--- src/rtl/imem_pkg.sv ---
// rtl/imem_pkg.sv - shared types and constants for the instruction SRAM controller
package imem_pkg;

    localparam int IMEM_DW    = 32;
    localparam int IMEM_AW    = 8;
    localparam int IMEM_DEPTH = 3;

    typedef struct packed {
        logic [IMEM_DW-1:0] data;
        logic [IMEM_AW-1:0] addr;
    } imem_resp_t;

    typedef enum logic [1:0] {
        GNT_NONE,
        GNT_FETCH,
        GNT_LOAD
    } imem_gnt_e;

    // Response FIFO pointers count 0,1,2 and wrap back to 0.
    function automatic logic [1:0] ptr_inc(input logic [1:0] p);
        return (p == 2'd2) ? 2'd0 : p + 2'd1;
    endfunction

endpackage

--- src/rtl/imem_if.sv ---
// rtl/imem_if.sv - fetch, loader and SRAM port bundle for imem_ctrl
interface imem_if #(
    parameter int DW = 32,
    parameter int AW = 8
) ();
    logic          f_req_valid;
    logic          f_req_ready;
    logic [AW-1:0] f_req_addr;
    logic          f_resp_valid;
    logic          f_resp_ready;
    logic [DW-1:0] f_resp_data;
    logic [AW-1:0] f_resp_addr;
    logic          f_flush;
    logic          l_req_valid;
    logic          l_req_ready;
    logic [AW-1:0] l_req_addr;
    logic [DW-1:0] l_req_data;
    logic          sram_csb0;
    logic          sram_web0;
    logic [AW-1:0] sram_addr0;
    logic [DW-1:0] sram_din0;
    logic [DW-1:0] sram_dout0;
    logic          busy;

    modport slave (
        input  f_req_valid, f_req_addr, f_resp_ready, f_flush,
        input  l_req_valid, l_req_addr, l_req_data, sram_dout0,
        output f_req_ready, f_resp_valid, f_resp_data, f_resp_addr,
        output l_req_ready, sram_csb0, sram_web0, sram_addr0, sram_din0, busy
    );

    modport master (
        output f_req_valid, f_req_addr, f_resp_ready, f_flush,
        output l_req_valid, l_req_addr, l_req_data, sram_dout0,
        input  f_req_ready, f_resp_valid, f_resp_data, f_resp_addr,
        input  l_req_ready, sram_csb0, sram_web0, sram_addr0, sram_din0, busy
    );
endinterface

--- src/rtl/imem_resp_fifo.sv ---
// rtl/imem_resp_fifo.sv - 3-entry circular response FIFO with flush
module imem_resp_fifo
    import imem_pkg::*;
#(
    parameter int W = IMEM_DW + IMEM_AW
) (
    input  logic         clk,
    input  logic         rst,
    input  logic         push_i,
    input  logic [W-1:0] push_data_i,
    input  logic         pop_i,
    input  logic         flush_i,
    output logic [W-1:0] head_o,
    output logic [1:0]   cnt_o
);

    logic [W-1:0] mem_q [IMEM_DEPTH];
    logic [1:0]   wr_ptr_q;
    logic [1:0]   rd_ptr_q;
    logic [1:0]   cnt_q;
    logic         do_push;
    logic         do_pop;

    // Flush wins over both push and pop.
    assign do_push = push_i && !flush_i;
    assign do_pop  = pop_i && !flush_i;

    always_ff @(posedge clk) begin
        if (do_push) begin
            mem_q[wr_ptr_q] <= push_data_i;
        end
    end

    always_ff @(posedge clk or posedge rst) begin
        if (rst) begin
            wr_ptr_q <= 2'd0;
            rd_ptr_q <= 2'd0;
            cnt_q    <= 2'd0;
        end else if (flush_i) begin
            wr_ptr_q <= 2'd0;
            rd_ptr_q <= 2'd0;
            cnt_q    <= 2'd0;
        end else begin
            if (do_push) begin
                wr_ptr_q <= ptr_inc(wr_ptr_q);
            end
            if (do_pop) begin
                rd_ptr_q <= ptr_inc(rd_ptr_q);
            end
            case ({do_push, do_pop})
                2'b10:   cnt_q <= cnt_q + 2'd1;
                2'b01:   cnt_q <= cnt_q - 2'd1;
                default: cnt_q <= cnt_q;
            endcase
        end
    end

    assign head_o = mem_q[rd_ptr_q];
    assign cnt_o  = cnt_q;

endmodule

--- src/rtl/imem_ctrl.sv ---
// rtl/imem_ctrl.sv - arbitrates fetch reads and loader writes onto the single-port instruction SRAM
module imem_ctrl
    import imem_pkg::*;
#(
    parameter int DATA_WIDTH = IMEM_DW,
    parameter int ADDR_WIDTH = IMEM_AW
) (
    input logic   clk,
    input logic   rst,
    imem_if.slave bus
);

    logic                             s1_valid_q;
    logic [ADDR_WIDTH-1:0]            s1_addr_q;
    logic                             last_q;
    logic [1:0]                       cnt;
    logic [DATA_WIDTH+ADDR_WIDTH-1:0] head;
    logic                             f_elig;
    logic                             pop;
    imem_gnt_e                        gnt;

    // Occupancy counts the read in flight so a full FIFO can always absorb it.
    assign f_elig = bus.f_req_valid && (({1'b0, cnt} + {2'b00, s1_valid_q}) < 3'd3);

    always_comb begin
        gnt = GNT_NONE;
        if (rst) begin
            gnt = GNT_NONE;
        end else if (f_elig && bus.l_req_valid) begin
            gnt = last_q ? GNT_FETCH : GNT_LOAD;
        end else if (f_elig) begin
            gnt = GNT_FETCH;
        end else if (bus.l_req_valid) begin
            gnt = GNT_LOAD;
        end
    end

    assign bus.f_req_ready = (gnt == GNT_FETCH);
    assign bus.l_req_ready = (gnt == GNT_LOAD);

    always_comb begin
        bus.sram_csb0  = 1'b1;
        bus.sram_web0  = 1'b1;
        bus.sram_addr0 = '0;
        bus.sram_din0  = '0;
        case (gnt)
            GNT_FETCH: begin
                bus.sram_csb0  = 1'b0;
                bus.sram_addr0 = bus.f_req_addr;
            end
            GNT_LOAD: begin
                bus.sram_csb0  = 1'b0;
                bus.sram_web0  = 1'b0;
                bus.sram_addr0 = bus.l_req_addr;
                bus.sram_din0  = bus.l_req_data;
            end
            default: ;
        endcase
    end

    // A fetch granted alongside a flush survives: it is the redirect target.
    always_ff @(posedge clk or posedge rst) begin
        if (rst) begin
            s1_valid_q <= 1'b0;
            s1_addr_q  <= '0;
            last_q     <= 1'b1;
        end else begin
            s1_valid_q <= (gnt == GNT_FETCH);
            if (gnt == GNT_FETCH) begin
                s1_addr_q <= bus.f_req_addr;
            end
            if (gnt != GNT_NONE) begin
                last_q <= (gnt == GNT_LOAD);
            end
        end
    end

    assign pop = bus.f_resp_valid && bus.f_resp_ready;

    // SRAM output is only valid up to just after this edge, so capture it directly.
    imem_resp_fifo #(
        .W(DATA_WIDTH + ADDR_WIDTH)
    ) u_fifo (
        .clk         (clk),
        .rst         (rst),
        .push_i      (s1_valid_q),
        .push_data_i ({bus.sram_dout0, s1_addr_q}),
        .pop_i       (pop),
        .flush_i     (bus.f_flush),
        .head_o      (head),
        .cnt_o       (cnt)
    );

    assign bus.f_resp_valid = (cnt != 2'd0);
    assign {bus.f_resp_data, bus.f_resp_addr} = head;
    assign bus.busy = s1_valid_q || (cnt != 2'd0);

endmodule

--- src/flat_wrapper.sv ---
// flat-port wrapper written by rule: the top's interface ports become plain ports
module imem_ctrl_flat import imem_pkg::*;
#(
    parameter int DATA_WIDTH = IMEM_DW,
    parameter int ADDR_WIDTH = IMEM_AW
)
  (clk, rst, bus_f_req_valid, bus_f_req_addr, bus_f_resp_ready, bus_f_flush, bus_l_req_valid, bus_l_req_addr, bus_l_req_data, bus_sram_dout0, bus_f_req_ready, bus_f_resp_valid, bus_f_resp_data, bus_f_resp_addr, bus_l_req_ready, bus_sram_csb0, bus_sram_web0, bus_sram_addr0, bus_sram_din0, bus_busy);
  imem_if #(.DW(32), .AW(8)) bus_i ();
  input logic clk;
  input logic rst;
  input wire logic [$bits(bus_i.f_req_valid)-1:0] bus_f_req_valid;
  input wire logic [$bits(bus_i.f_req_addr)-1:0] bus_f_req_addr;
  input wire logic [$bits(bus_i.f_resp_ready)-1:0] bus_f_resp_ready;
  input wire logic [$bits(bus_i.f_flush)-1:0] bus_f_flush;
  input wire logic [$bits(bus_i.l_req_valid)-1:0] bus_l_req_valid;
  input wire logic [$bits(bus_i.l_req_addr)-1:0] bus_l_req_addr;
  input wire logic [$bits(bus_i.l_req_data)-1:0] bus_l_req_data;
  input wire logic [$bits(bus_i.sram_dout0)-1:0] bus_sram_dout0;
  output wire logic [$bits(bus_i.f_req_ready)-1:0] bus_f_req_ready;
  output wire logic [$bits(bus_i.f_resp_valid)-1:0] bus_f_resp_valid;
  output wire logic [$bits(bus_i.f_resp_data)-1:0] bus_f_resp_data;
  output wire logic [$bits(bus_i.f_resp_addr)-1:0] bus_f_resp_addr;
  output wire logic [$bits(bus_i.l_req_ready)-1:0] bus_l_req_ready;
  output wire logic [$bits(bus_i.sram_csb0)-1:0] bus_sram_csb0;
  output wire logic [$bits(bus_i.sram_web0)-1:0] bus_sram_web0;
  output wire logic [$bits(bus_i.sram_addr0)-1:0] bus_sram_addr0;
  output wire logic [$bits(bus_i.sram_din0)-1:0] bus_sram_din0;
  output wire logic [$bits(bus_i.busy)-1:0] bus_busy;
  assign bus_i.f_req_valid = bus_f_req_valid;
  assign bus_i.f_req_addr = bus_f_req_addr;
  assign bus_i.f_resp_ready = bus_f_resp_ready;
  assign bus_i.f_flush = bus_f_flush;
  assign bus_i.l_req_valid = bus_l_req_valid;
  assign bus_i.l_req_addr = bus_l_req_addr;
  assign bus_i.l_req_data = bus_l_req_data;
  assign bus_i.sram_dout0 = bus_sram_dout0;
  assign bus_f_req_ready = bus_i.f_req_ready;
  assign bus_f_resp_valid = bus_i.f_resp_valid;
  assign bus_f_resp_data = bus_i.f_resp_data;
  assign bus_f_resp_addr = bus_i.f_resp_addr;
  assign bus_l_req_ready = bus_i.l_req_ready;
  assign bus_sram_csb0 = bus_i.sram_csb0;
  assign bus_sram_web0 = bus_i.sram_web0;
  assign bus_sram_addr0 = bus_i.sram_addr0;
  assign bus_sram_din0 = bus_i.sram_din0;
  assign bus_busy = bus_i.busy;
  imem_ctrl #(.DATA_WIDTH(DATA_WIDTH), .ADDR_WIDTH(ADDR_WIDTH)) u_core (.clk(clk), .rst(rst), .bus(bus_i));
endmodule
--- config.mk ---
export PLATFORM = sky130hd
export DESIGN_NAME = imem_ctrl_flat
export DESIGN_NICKNAME = d
export VERILOG_FILES = /design/src/rtl/imem_pkg.sv /design/src/rtl/imem_if.sv /design/src/rtl/imem_resp_fifo.sv /design/src/rtl/imem_ctrl.sv /design/src/flat_wrapper.sv
export SDC_FILE = /design/constraint.sdc
export NUM_CORES = 1
export LEC_CHECK = 0
export ABC_AREA = 1
export BUFFER_PORTS_ARGS = -buffer_cell sky130_fd_sc_hd__buf_4
export CORE_ASPECT_RATIO = 0.5
export CORE_MARGIN = 2
export CORE_UTILIZATION = 30
export DETAILED_ROUTE_END_ITERATION = 10
export SETUP_SLACK_MARGIN = 0.5
export SLEW_MARGIN = 40
export SYNTH_ARGS = -nofsm -noshare
export SYNTH_HDL_FRONTEND = slang
export SYNTH_SLANG_ARGS = --single-unit
--- constraint.sdc ---
create_clock -name clk -period 4.6 [get_ports clk]
set_clock_uncertainty 0.2 [all_clocks]
set_input_delay 0.92 -clock clk [delete_from_list [all_inputs] [get_ports clk]]
set_output_delay 0.92 -clock clk [all_outputs]
set_load 0.03 [all_outputs]
# Yosys cells after proc, flatten, opt, wreduce, memory -nomap -nowiden
# Memory sizes are Yosys's and may differ from the RTL's.
# Cells that the tools add are included.
[classes]
muxes = 19
order_cmp = 1
reduce_logical = 13
eq_ne = 6
addsub = 5
[op_table]
columns = ["operator", "n"]
rows = [
  ["32-bit 2-to-1 mux", 1],
  ["2-bit 2-to-1 mux", 12],
  ["8-bit case mux with 2 select lines", 1],
  ["2-bit == test, second input constant", 4],
  ["2-bit nonzero test", 4],
  ["2-bit by 1-bit adder with 2-bit output, second input constant", 3],
  ["1-bit logical AND", 5],
  ["2-bit by 1-bit == test with 1-bit output, second input constant", 2],
  ["1-bit 2-to-1 mux", 4],
  ["2-bit case mux with 2 select lines", 1],
  ["2-bit by 1-bit adder with 3-bit output", 1],
  ["3-bit by 2-bit < comparator with 1-bit output, second input constant", 1],
  ["3-bit nonzero test", 1],
  ["2-bit OR reduction", 1],
  ["2-bit by 1-bit subtractor with 2-bit output, second input constant", 1],
  ["1-bit zero test", 1],
  ["1-bit logical OR", 1],
]
[word_totals]
in_bits = 86
word_cells = 51
memories = 1
output_inout_bits = 86
ff_bits = 16
ramBits = 120
[mem_list]
columns = ["name", "words", "word_bits", "rd", "rd_clocked_by_memory_dff", "wr", "line", "text"]
rows = [
  ["u_core.u_fifo.mem_q", 3, 40, 1, 0, 1, "imem_resp_fifo.sv:17", "logic [W-1:0] mem_q [IMEM_DEPTH];"],
]

# Longest topological paths before layout
[depth]
word_depth = 9
depth_mapped = 11
ltp_nobuf = 9

# Hierarchy
# From an unflattened synthesis, not the netlist that was laid out.
[unflattened]
hier_cells = 504
hier_area_um2 = 5950.7
[modules_own_cells]
columns = ["module", "area_each_um2", "seq_area_each_um2", "cells_each", "instances"]
rows = [
  ["imem_resp_fifo", 5046.1, 3753.6, 354, 1],
  ["imem_ctrl", 904.6, 251.5, 150, 1],
]

# Least setup slack after synthesis
# Ideal clock, no wire load.
[synth_path]
path_kind = "input-to-reg"
startpoint = "in bus_f_flush"
endpoint = "mem u_core.u_fifo.mem_q[2][0] (netlist name), enable pin"
n_path_buf = 0
setup_ps = 487
slack_ps = -27
arrival_ps = 3940
cell_stages = 3
required_time_ps = 3913
path_cell_list = "inv_1 > nand2_1 > nor3_1"
[synth_via]
elab_chain_len = 4
[synth_rtl]
columns = ["element", "line", "text"]
rows = [
  ["start, declared", "flat_wrapper.sv:14", "input wire logic [$bits(bus_i.f_flush)-1:0] bus_f_flush;"],
  ["1-bit zero test", "imem_resp_fifo.sv:25", "assign do_push = push_i && !flush_i;"],
  ["1-bit logical AND", "imem_resp_fifo.sv:25", ""],
  ["1-bit 2-to-1 mux", "imem_resp_fifo.sv:29", "if (do_push) begin"],
  ["1-bit 2-to-1 mux (implied by the code)", "imem_resp_fifo.sv:30", "mem_q[wr_ptr_q] <= push_data_i;"],
  ["end, declared", "imem_resp_fifo.sv:17", ""],
]
# Every way passes these cells.

# Final worst setup path
[layout_path]
startpoint = "reg u_core.u_fifo.cnt_q[0], in the netlist u_core.u_fifo.cnt_o[0]"
endpoint = "out bus_sram_addr0[5]"
[layout_via]
elab_chain_len = 8
word_cells_on_any_way = 10
cone_classes = "add/sub: 1; order compare: 1; eq/ne: 2; mux: 4; reduce/logical: 2"
[layout_rtl]
columns = ["element", "line", "text"]
rows = [
  ["start, declared", "imem_resp_fifo.sv:20", "logic [1:0] cnt_q;"],
  ["start signal, assigned", "imem_resp_fifo.sv:51", "2'b10: cnt_q <= cnt_q + 2'd1;"],
  ["start signal, assigned", "imem_resp_fifo.sv:52", "2'b01: cnt_q <= cnt_q - 2'd1;"],
  ["start signal, assigned", "imem_resp_fifo.sv:53", "default: cnt_q <= cnt_q;"],
  ["2-bit by 1-bit adder with 3-bit output *", "imem_ctrl.sv:23", "assign f_elig = bus.f_req_valid && (({1'b0, cnt} + {2'b00, s1_valid_q}) < 3'd3);"],
  ["3-bit by 2-bit < comparator with 1-bit output *", "imem_ctrl.sv:23", ""],
  ["1-bit logical AND *", "imem_ctrl.sv:23", ""],
  ["2-bit 2-to-1 mux or 1-bit logical AND (tied branches)", "imem_ctrl.sv:31, imem_ctrl.sv:29", ""],
  ["2-bit 2-to-1 mux *", "imem_ctrl.sv:29", "end else if (f_elig && bus.l_req_valid) begin"],
  ["2-bit 2-to-1 mux *", "imem_ctrl.sv:27", "if (rst) begin"],
  ["2-bit == test or 2-bit by 1-bit == test with 1-bit output (tied branches)", "imem_ctrl.sv:46", "case (gnt)"],
  ["8-bit case mux with 2 select lines *", "imem_ctrl.sv:46", ""],
  ["end, declared", "flat_wrapper.sv:26", "output wire logic [$bits(bus_i.sram_addr0)-1:0] bus_sram_addr0;"],
]
# Every way passes the cells marked *; elsewhere a longest branch is shown, timed or not.

==> out/summary.txt <==
=========================================================================================
Final HPWL from detailed placement .........................................      8.90 mm
Max Fanout on Critical Path ................................................            5
Row count ..................................................................           35
Outcome .................................................................... complete, no violations
Type of the worst setup path ............................................... register to output port
Post-route clock period utilization ........................................        86.7%
Via count of the first global-routing pass .................................         4126
Final std cell area, no fill ...............................................    7940 um^2
Clock tree from TritonCTS ..................................................          yes
H-tree level count .........................................................            4
Synth-to-layout area growth ................................................        39.4%
Family of cells with the greatest summed delay on the critical path ........  adder cells
Final cell count without fillers ...........................................          936
Min-delay worst type ....................................................... register to register
Post-synth design cell area ................................................    5690 um^2
Post-detailed-route via-to-cell ratio ......................................         4.40
Number of cells after detailed placement ...................................          898
Data arrival at the endpoint of the critical path ..........................      2.87 ns
Power density over cell area ...............................................  508 nW/um^2
Full die area ..............................................................   20200 um^2
Nets .......................................................................          756
Maximum number of buffers from clock root to sink ..........................            2
RSZ-0062 raised after global routing .......................................           no
FILL cells .................................................................         1766
Inserted Clock Buffers .....................................................           17
Initial standard-cell utilization of the core ..............................        30.8%
Fraction of final layout cells sized beyond drive strength 1 ...............        36.0%
Register Area ..............................................................    4010 um^2
CP max-delay cell .......................................................... sky130_fd_sc_hd__dfrtp_2
Count of hold buffers inserted by post-cts repair ..........................            0
Register-to-register setup slack ...........................................      2.19 ns
Worst Setup Slack post-DPL .................................................     0.798 ns
1st-pass router iterations .................................................            5
DRC errors left ............................................................            0
Library cell occupying the most area in the post-synthesis netlist ......... sky130_fd_sc_hd__edfxtp_1
Post-layout minimum cycle time .............................................      3.99 ns
Number of antenna repair diodes ............................................            0
Layer with the highest usage ...............................................         met2
Prevailing post-synth register cell ........................................ sky130_fd_sc_hd__edfxtp_1
# setup viols final ........................................................            0
Pin count of the biggest net entering global routing .......................           43
CP endpoint kind ...........................................................  output port
Final weighted congestion in routability-driven placement ..................        0.719
Fraction of the yosys area taken by sequential cells .......................        70.4%
Clock sinks ................................................................          136
Count leader, synth ........................................................ sky130_fd_sc_hd__nand3_1
Final Slew Violations ......................................................            0
Data required time of the critical path ....................................      3.48 ns
Multi-input gate area ......................................................    1380 um^2
First DRT Iteration DRCs ...................................................          219
Clock root buffer .......................................................... sky130_fd_sc_hd__clkbuf_16
Wire length of the first global-routing pass ...............................      21.1 mm
Cells taking the most area after synthesis ................................. sky130_fd_sc_hd__edfxtp_1 63%, sky130_fd_sc_hd__nand3_1 11%, sky130_fd_sc_hd__nand2_1 6.7%, sky130_fd_sc_hd__dfrtp_1 6.6%, sky130_fd_sc_hd__inv_1 3.2%
GR Util met3 ...............................................................        3.53%
Die X ......................................................................       199 um
MaxCap Viol Count ..........................................................            0
Detailed-route wire length .................................................      13.8 mm
Unique cell type count in the Yosys netlist ................................           25
Count of flip-flops with a built-in enable after synthesis .................          120
Crit-path cells ............................................................ ha_1, ha_1, a21oi_1, nand2_1, a211oi_4, inv_2, ha_4, clkinvlp_4, a21oi_2, buf_6
Post-synth top area share ..................................................        63.3%
Synth Net Count ............................................................          579
Number of antenna violations at the first check in global routing ..........            0
Number of endpoints with negative hold slack in the final report ...........            0
Insertion delay of the later-clocked pin in the worst-skew pair ............      0.41 ns
Relative slew slack ........................................................        50.8%
GR met2 Demand/Resource ....................................................        23.5%
Delay of the slowest cell on the worst path ................................      0.43 ns
Post-route ant nets ........................................................            0
CTS clock-pin slew for the worst setup and hold paths ......................      0.06 ns
Vias post-DR ...............................................................         4115
Die extent in y ............................................................       101 um
GRT Util Overall ...........................................................        13.8%
Floorplan Core Area ........................................................   18500 um^2
WL per Instance ............................................................      14.7 um
Commonest cells post-synth ................................................. 123 x sky130_fd_sc_hd__nand3_1, 120 x sky130_fd_sc_hd__edfxtp_1, 102 x sky130_fd_sc_hd__nand2_1
Syn Area/Cell ..............................................................    11.7 um^2
Port-buffer cells ..........................................................          171
Proportion of register bits with asynchronous set or reset after synthesis .        11.8%
Met1 layer usage reported by global route ..................................        17.4%
Sum of negative setup slack ................................................         0 ns
Number of instances in the synthesized netlist .............................          487
Yosys Warn Count ...........................................................            0
Placement Cell Area ........................................................    7220 um^2
CP bufs+invs ...............................................................            3
FMAX .......................................................................    0.251 GHz
Pleak ......................................................................   0.00340 uW
Overflow left after global routing .........................................            0
Final setup margin .........................................................     0.610 ns
Worst voltage drop across the vdd grid .....................................     0.274 mV
Critical Path Source Type ..................................................     register
Worst Tran Pin Value .......................................................     0.737 ns
Post-synthesis sequential element count ....................................          136
Number of I/O pins .........................................................          172
Most frequent cell on the critical path .................................... sky130_fd_sc_hd__ha_1
=========================================================================================
metrics by stage:
step,hold slack (ns),total power (uW),util [%]
after floorplan,0.259,2250,-
after global placement,0.281,2690,39.0
final,0.293,4030,42.9
after global routing,0.313,4230,42.9
after detailed placement,0.282,2700,39.1
after CTS,0.297,4040,42.3
layout by cell type (no fill, tap or decap), drive strengths merged, types with 2 or more instances in the layout:
cell / count
buf: 186
nand3: 124
edfxtp: 120
nand2: 105
inv: 60
clkbuf: 17
dfrtp: 15
a21oi: 10
o21ai: 8
clkinvlp: 6
ha: 6
o22ai: 4
nor2: 4
clkinv: 3
bufinv: 2
layer usage:
layer	share of wire, %	wire (um)
met4	0.58	80
met3	4.6	629
met1	45	6160
met2	50	6920
met5	0	0
logic make-up after synthesis:
kind of cell / share of synthesized area [%]
AO/OA/AOI/OAI: 2.37
XOR/XNOR: 0.154
adder cells (fa/ha/maj): 1.32
buffers and inverters: 6.95
flip-flops: 70.4
AND/OR/NAND/NOR: 18.8
registers in the layout, summed over array words and instances (netlist names):
signal                  cells
u_core.last_q               1
u_core.s1_addr_q            8
u_core.s1_valid_q           1
u_core.u_fifo.cnt_o         2
u_core.u_fifo.mem_q       120
u_core.u_fifo.rd_ptr_q      2
u_core.u_fifo.wr_ptr_q      2
area by class of cell:
| class | instances | area share [%] |
|---|---|---|
| Clock buffer | 17 | 5.36 |
| Timing Repair Buffer | 186 | 17.8 |
| Timing Repair inverter | 1 | 0.0946 |
| Inverter | 55 | 2.68 |
| Multi-Input combinational cell | 267 | 17.4 |
| Clock inverter | 15 | 2.10 |
| Tap cell | 259 | 4.08 |
| Sequential cell | 136 | 50.5 |
final timing paths:
| kind | start | end | cells after the start |
|---|---|---|---|
| worst max-delay path | u_core.u_fifo.cnt_o[0] | bus_sram_addr0[5] | 10 |
| worst min-delay path | u_core.s1_addr_q[0] | u_core.u_fifo.mem_q[0][0] | 0 |
| worst max register to register | u_core.u_fifo.cnt_o[0] | u_core.last_q | 9 |
| worst min register to register | u_core.s1_addr_q[0] | u_core.u_fifo.mem_q[0][0] | 0 |
| max in group asynchronous | rst | u_core.last_q | 3 |
| min in group asynchronous | rst | u_core.s1_addr_q[5] | 3 |
report_power, final:
part           internal, uW  leakage (uW)  total (uW)  switching (uW)
sequential             1450       0.00129        1520            61.5
combinational           412       0.00184        1180             769
clock                   809      0.000277        1340             526
total                  2670       0.00340        4030            1360
what timing repair did:
item | CTS | global route
pin swaps | 0 | 3
setup endpoints to repair | 8 | 8
gates cloned | 0 | 1
resized for setup | 1 | 18
buffers inserted | 0 | 5
endpoints found under the hold margin | 0 | 0
Power figures use the tool's default switching activity.
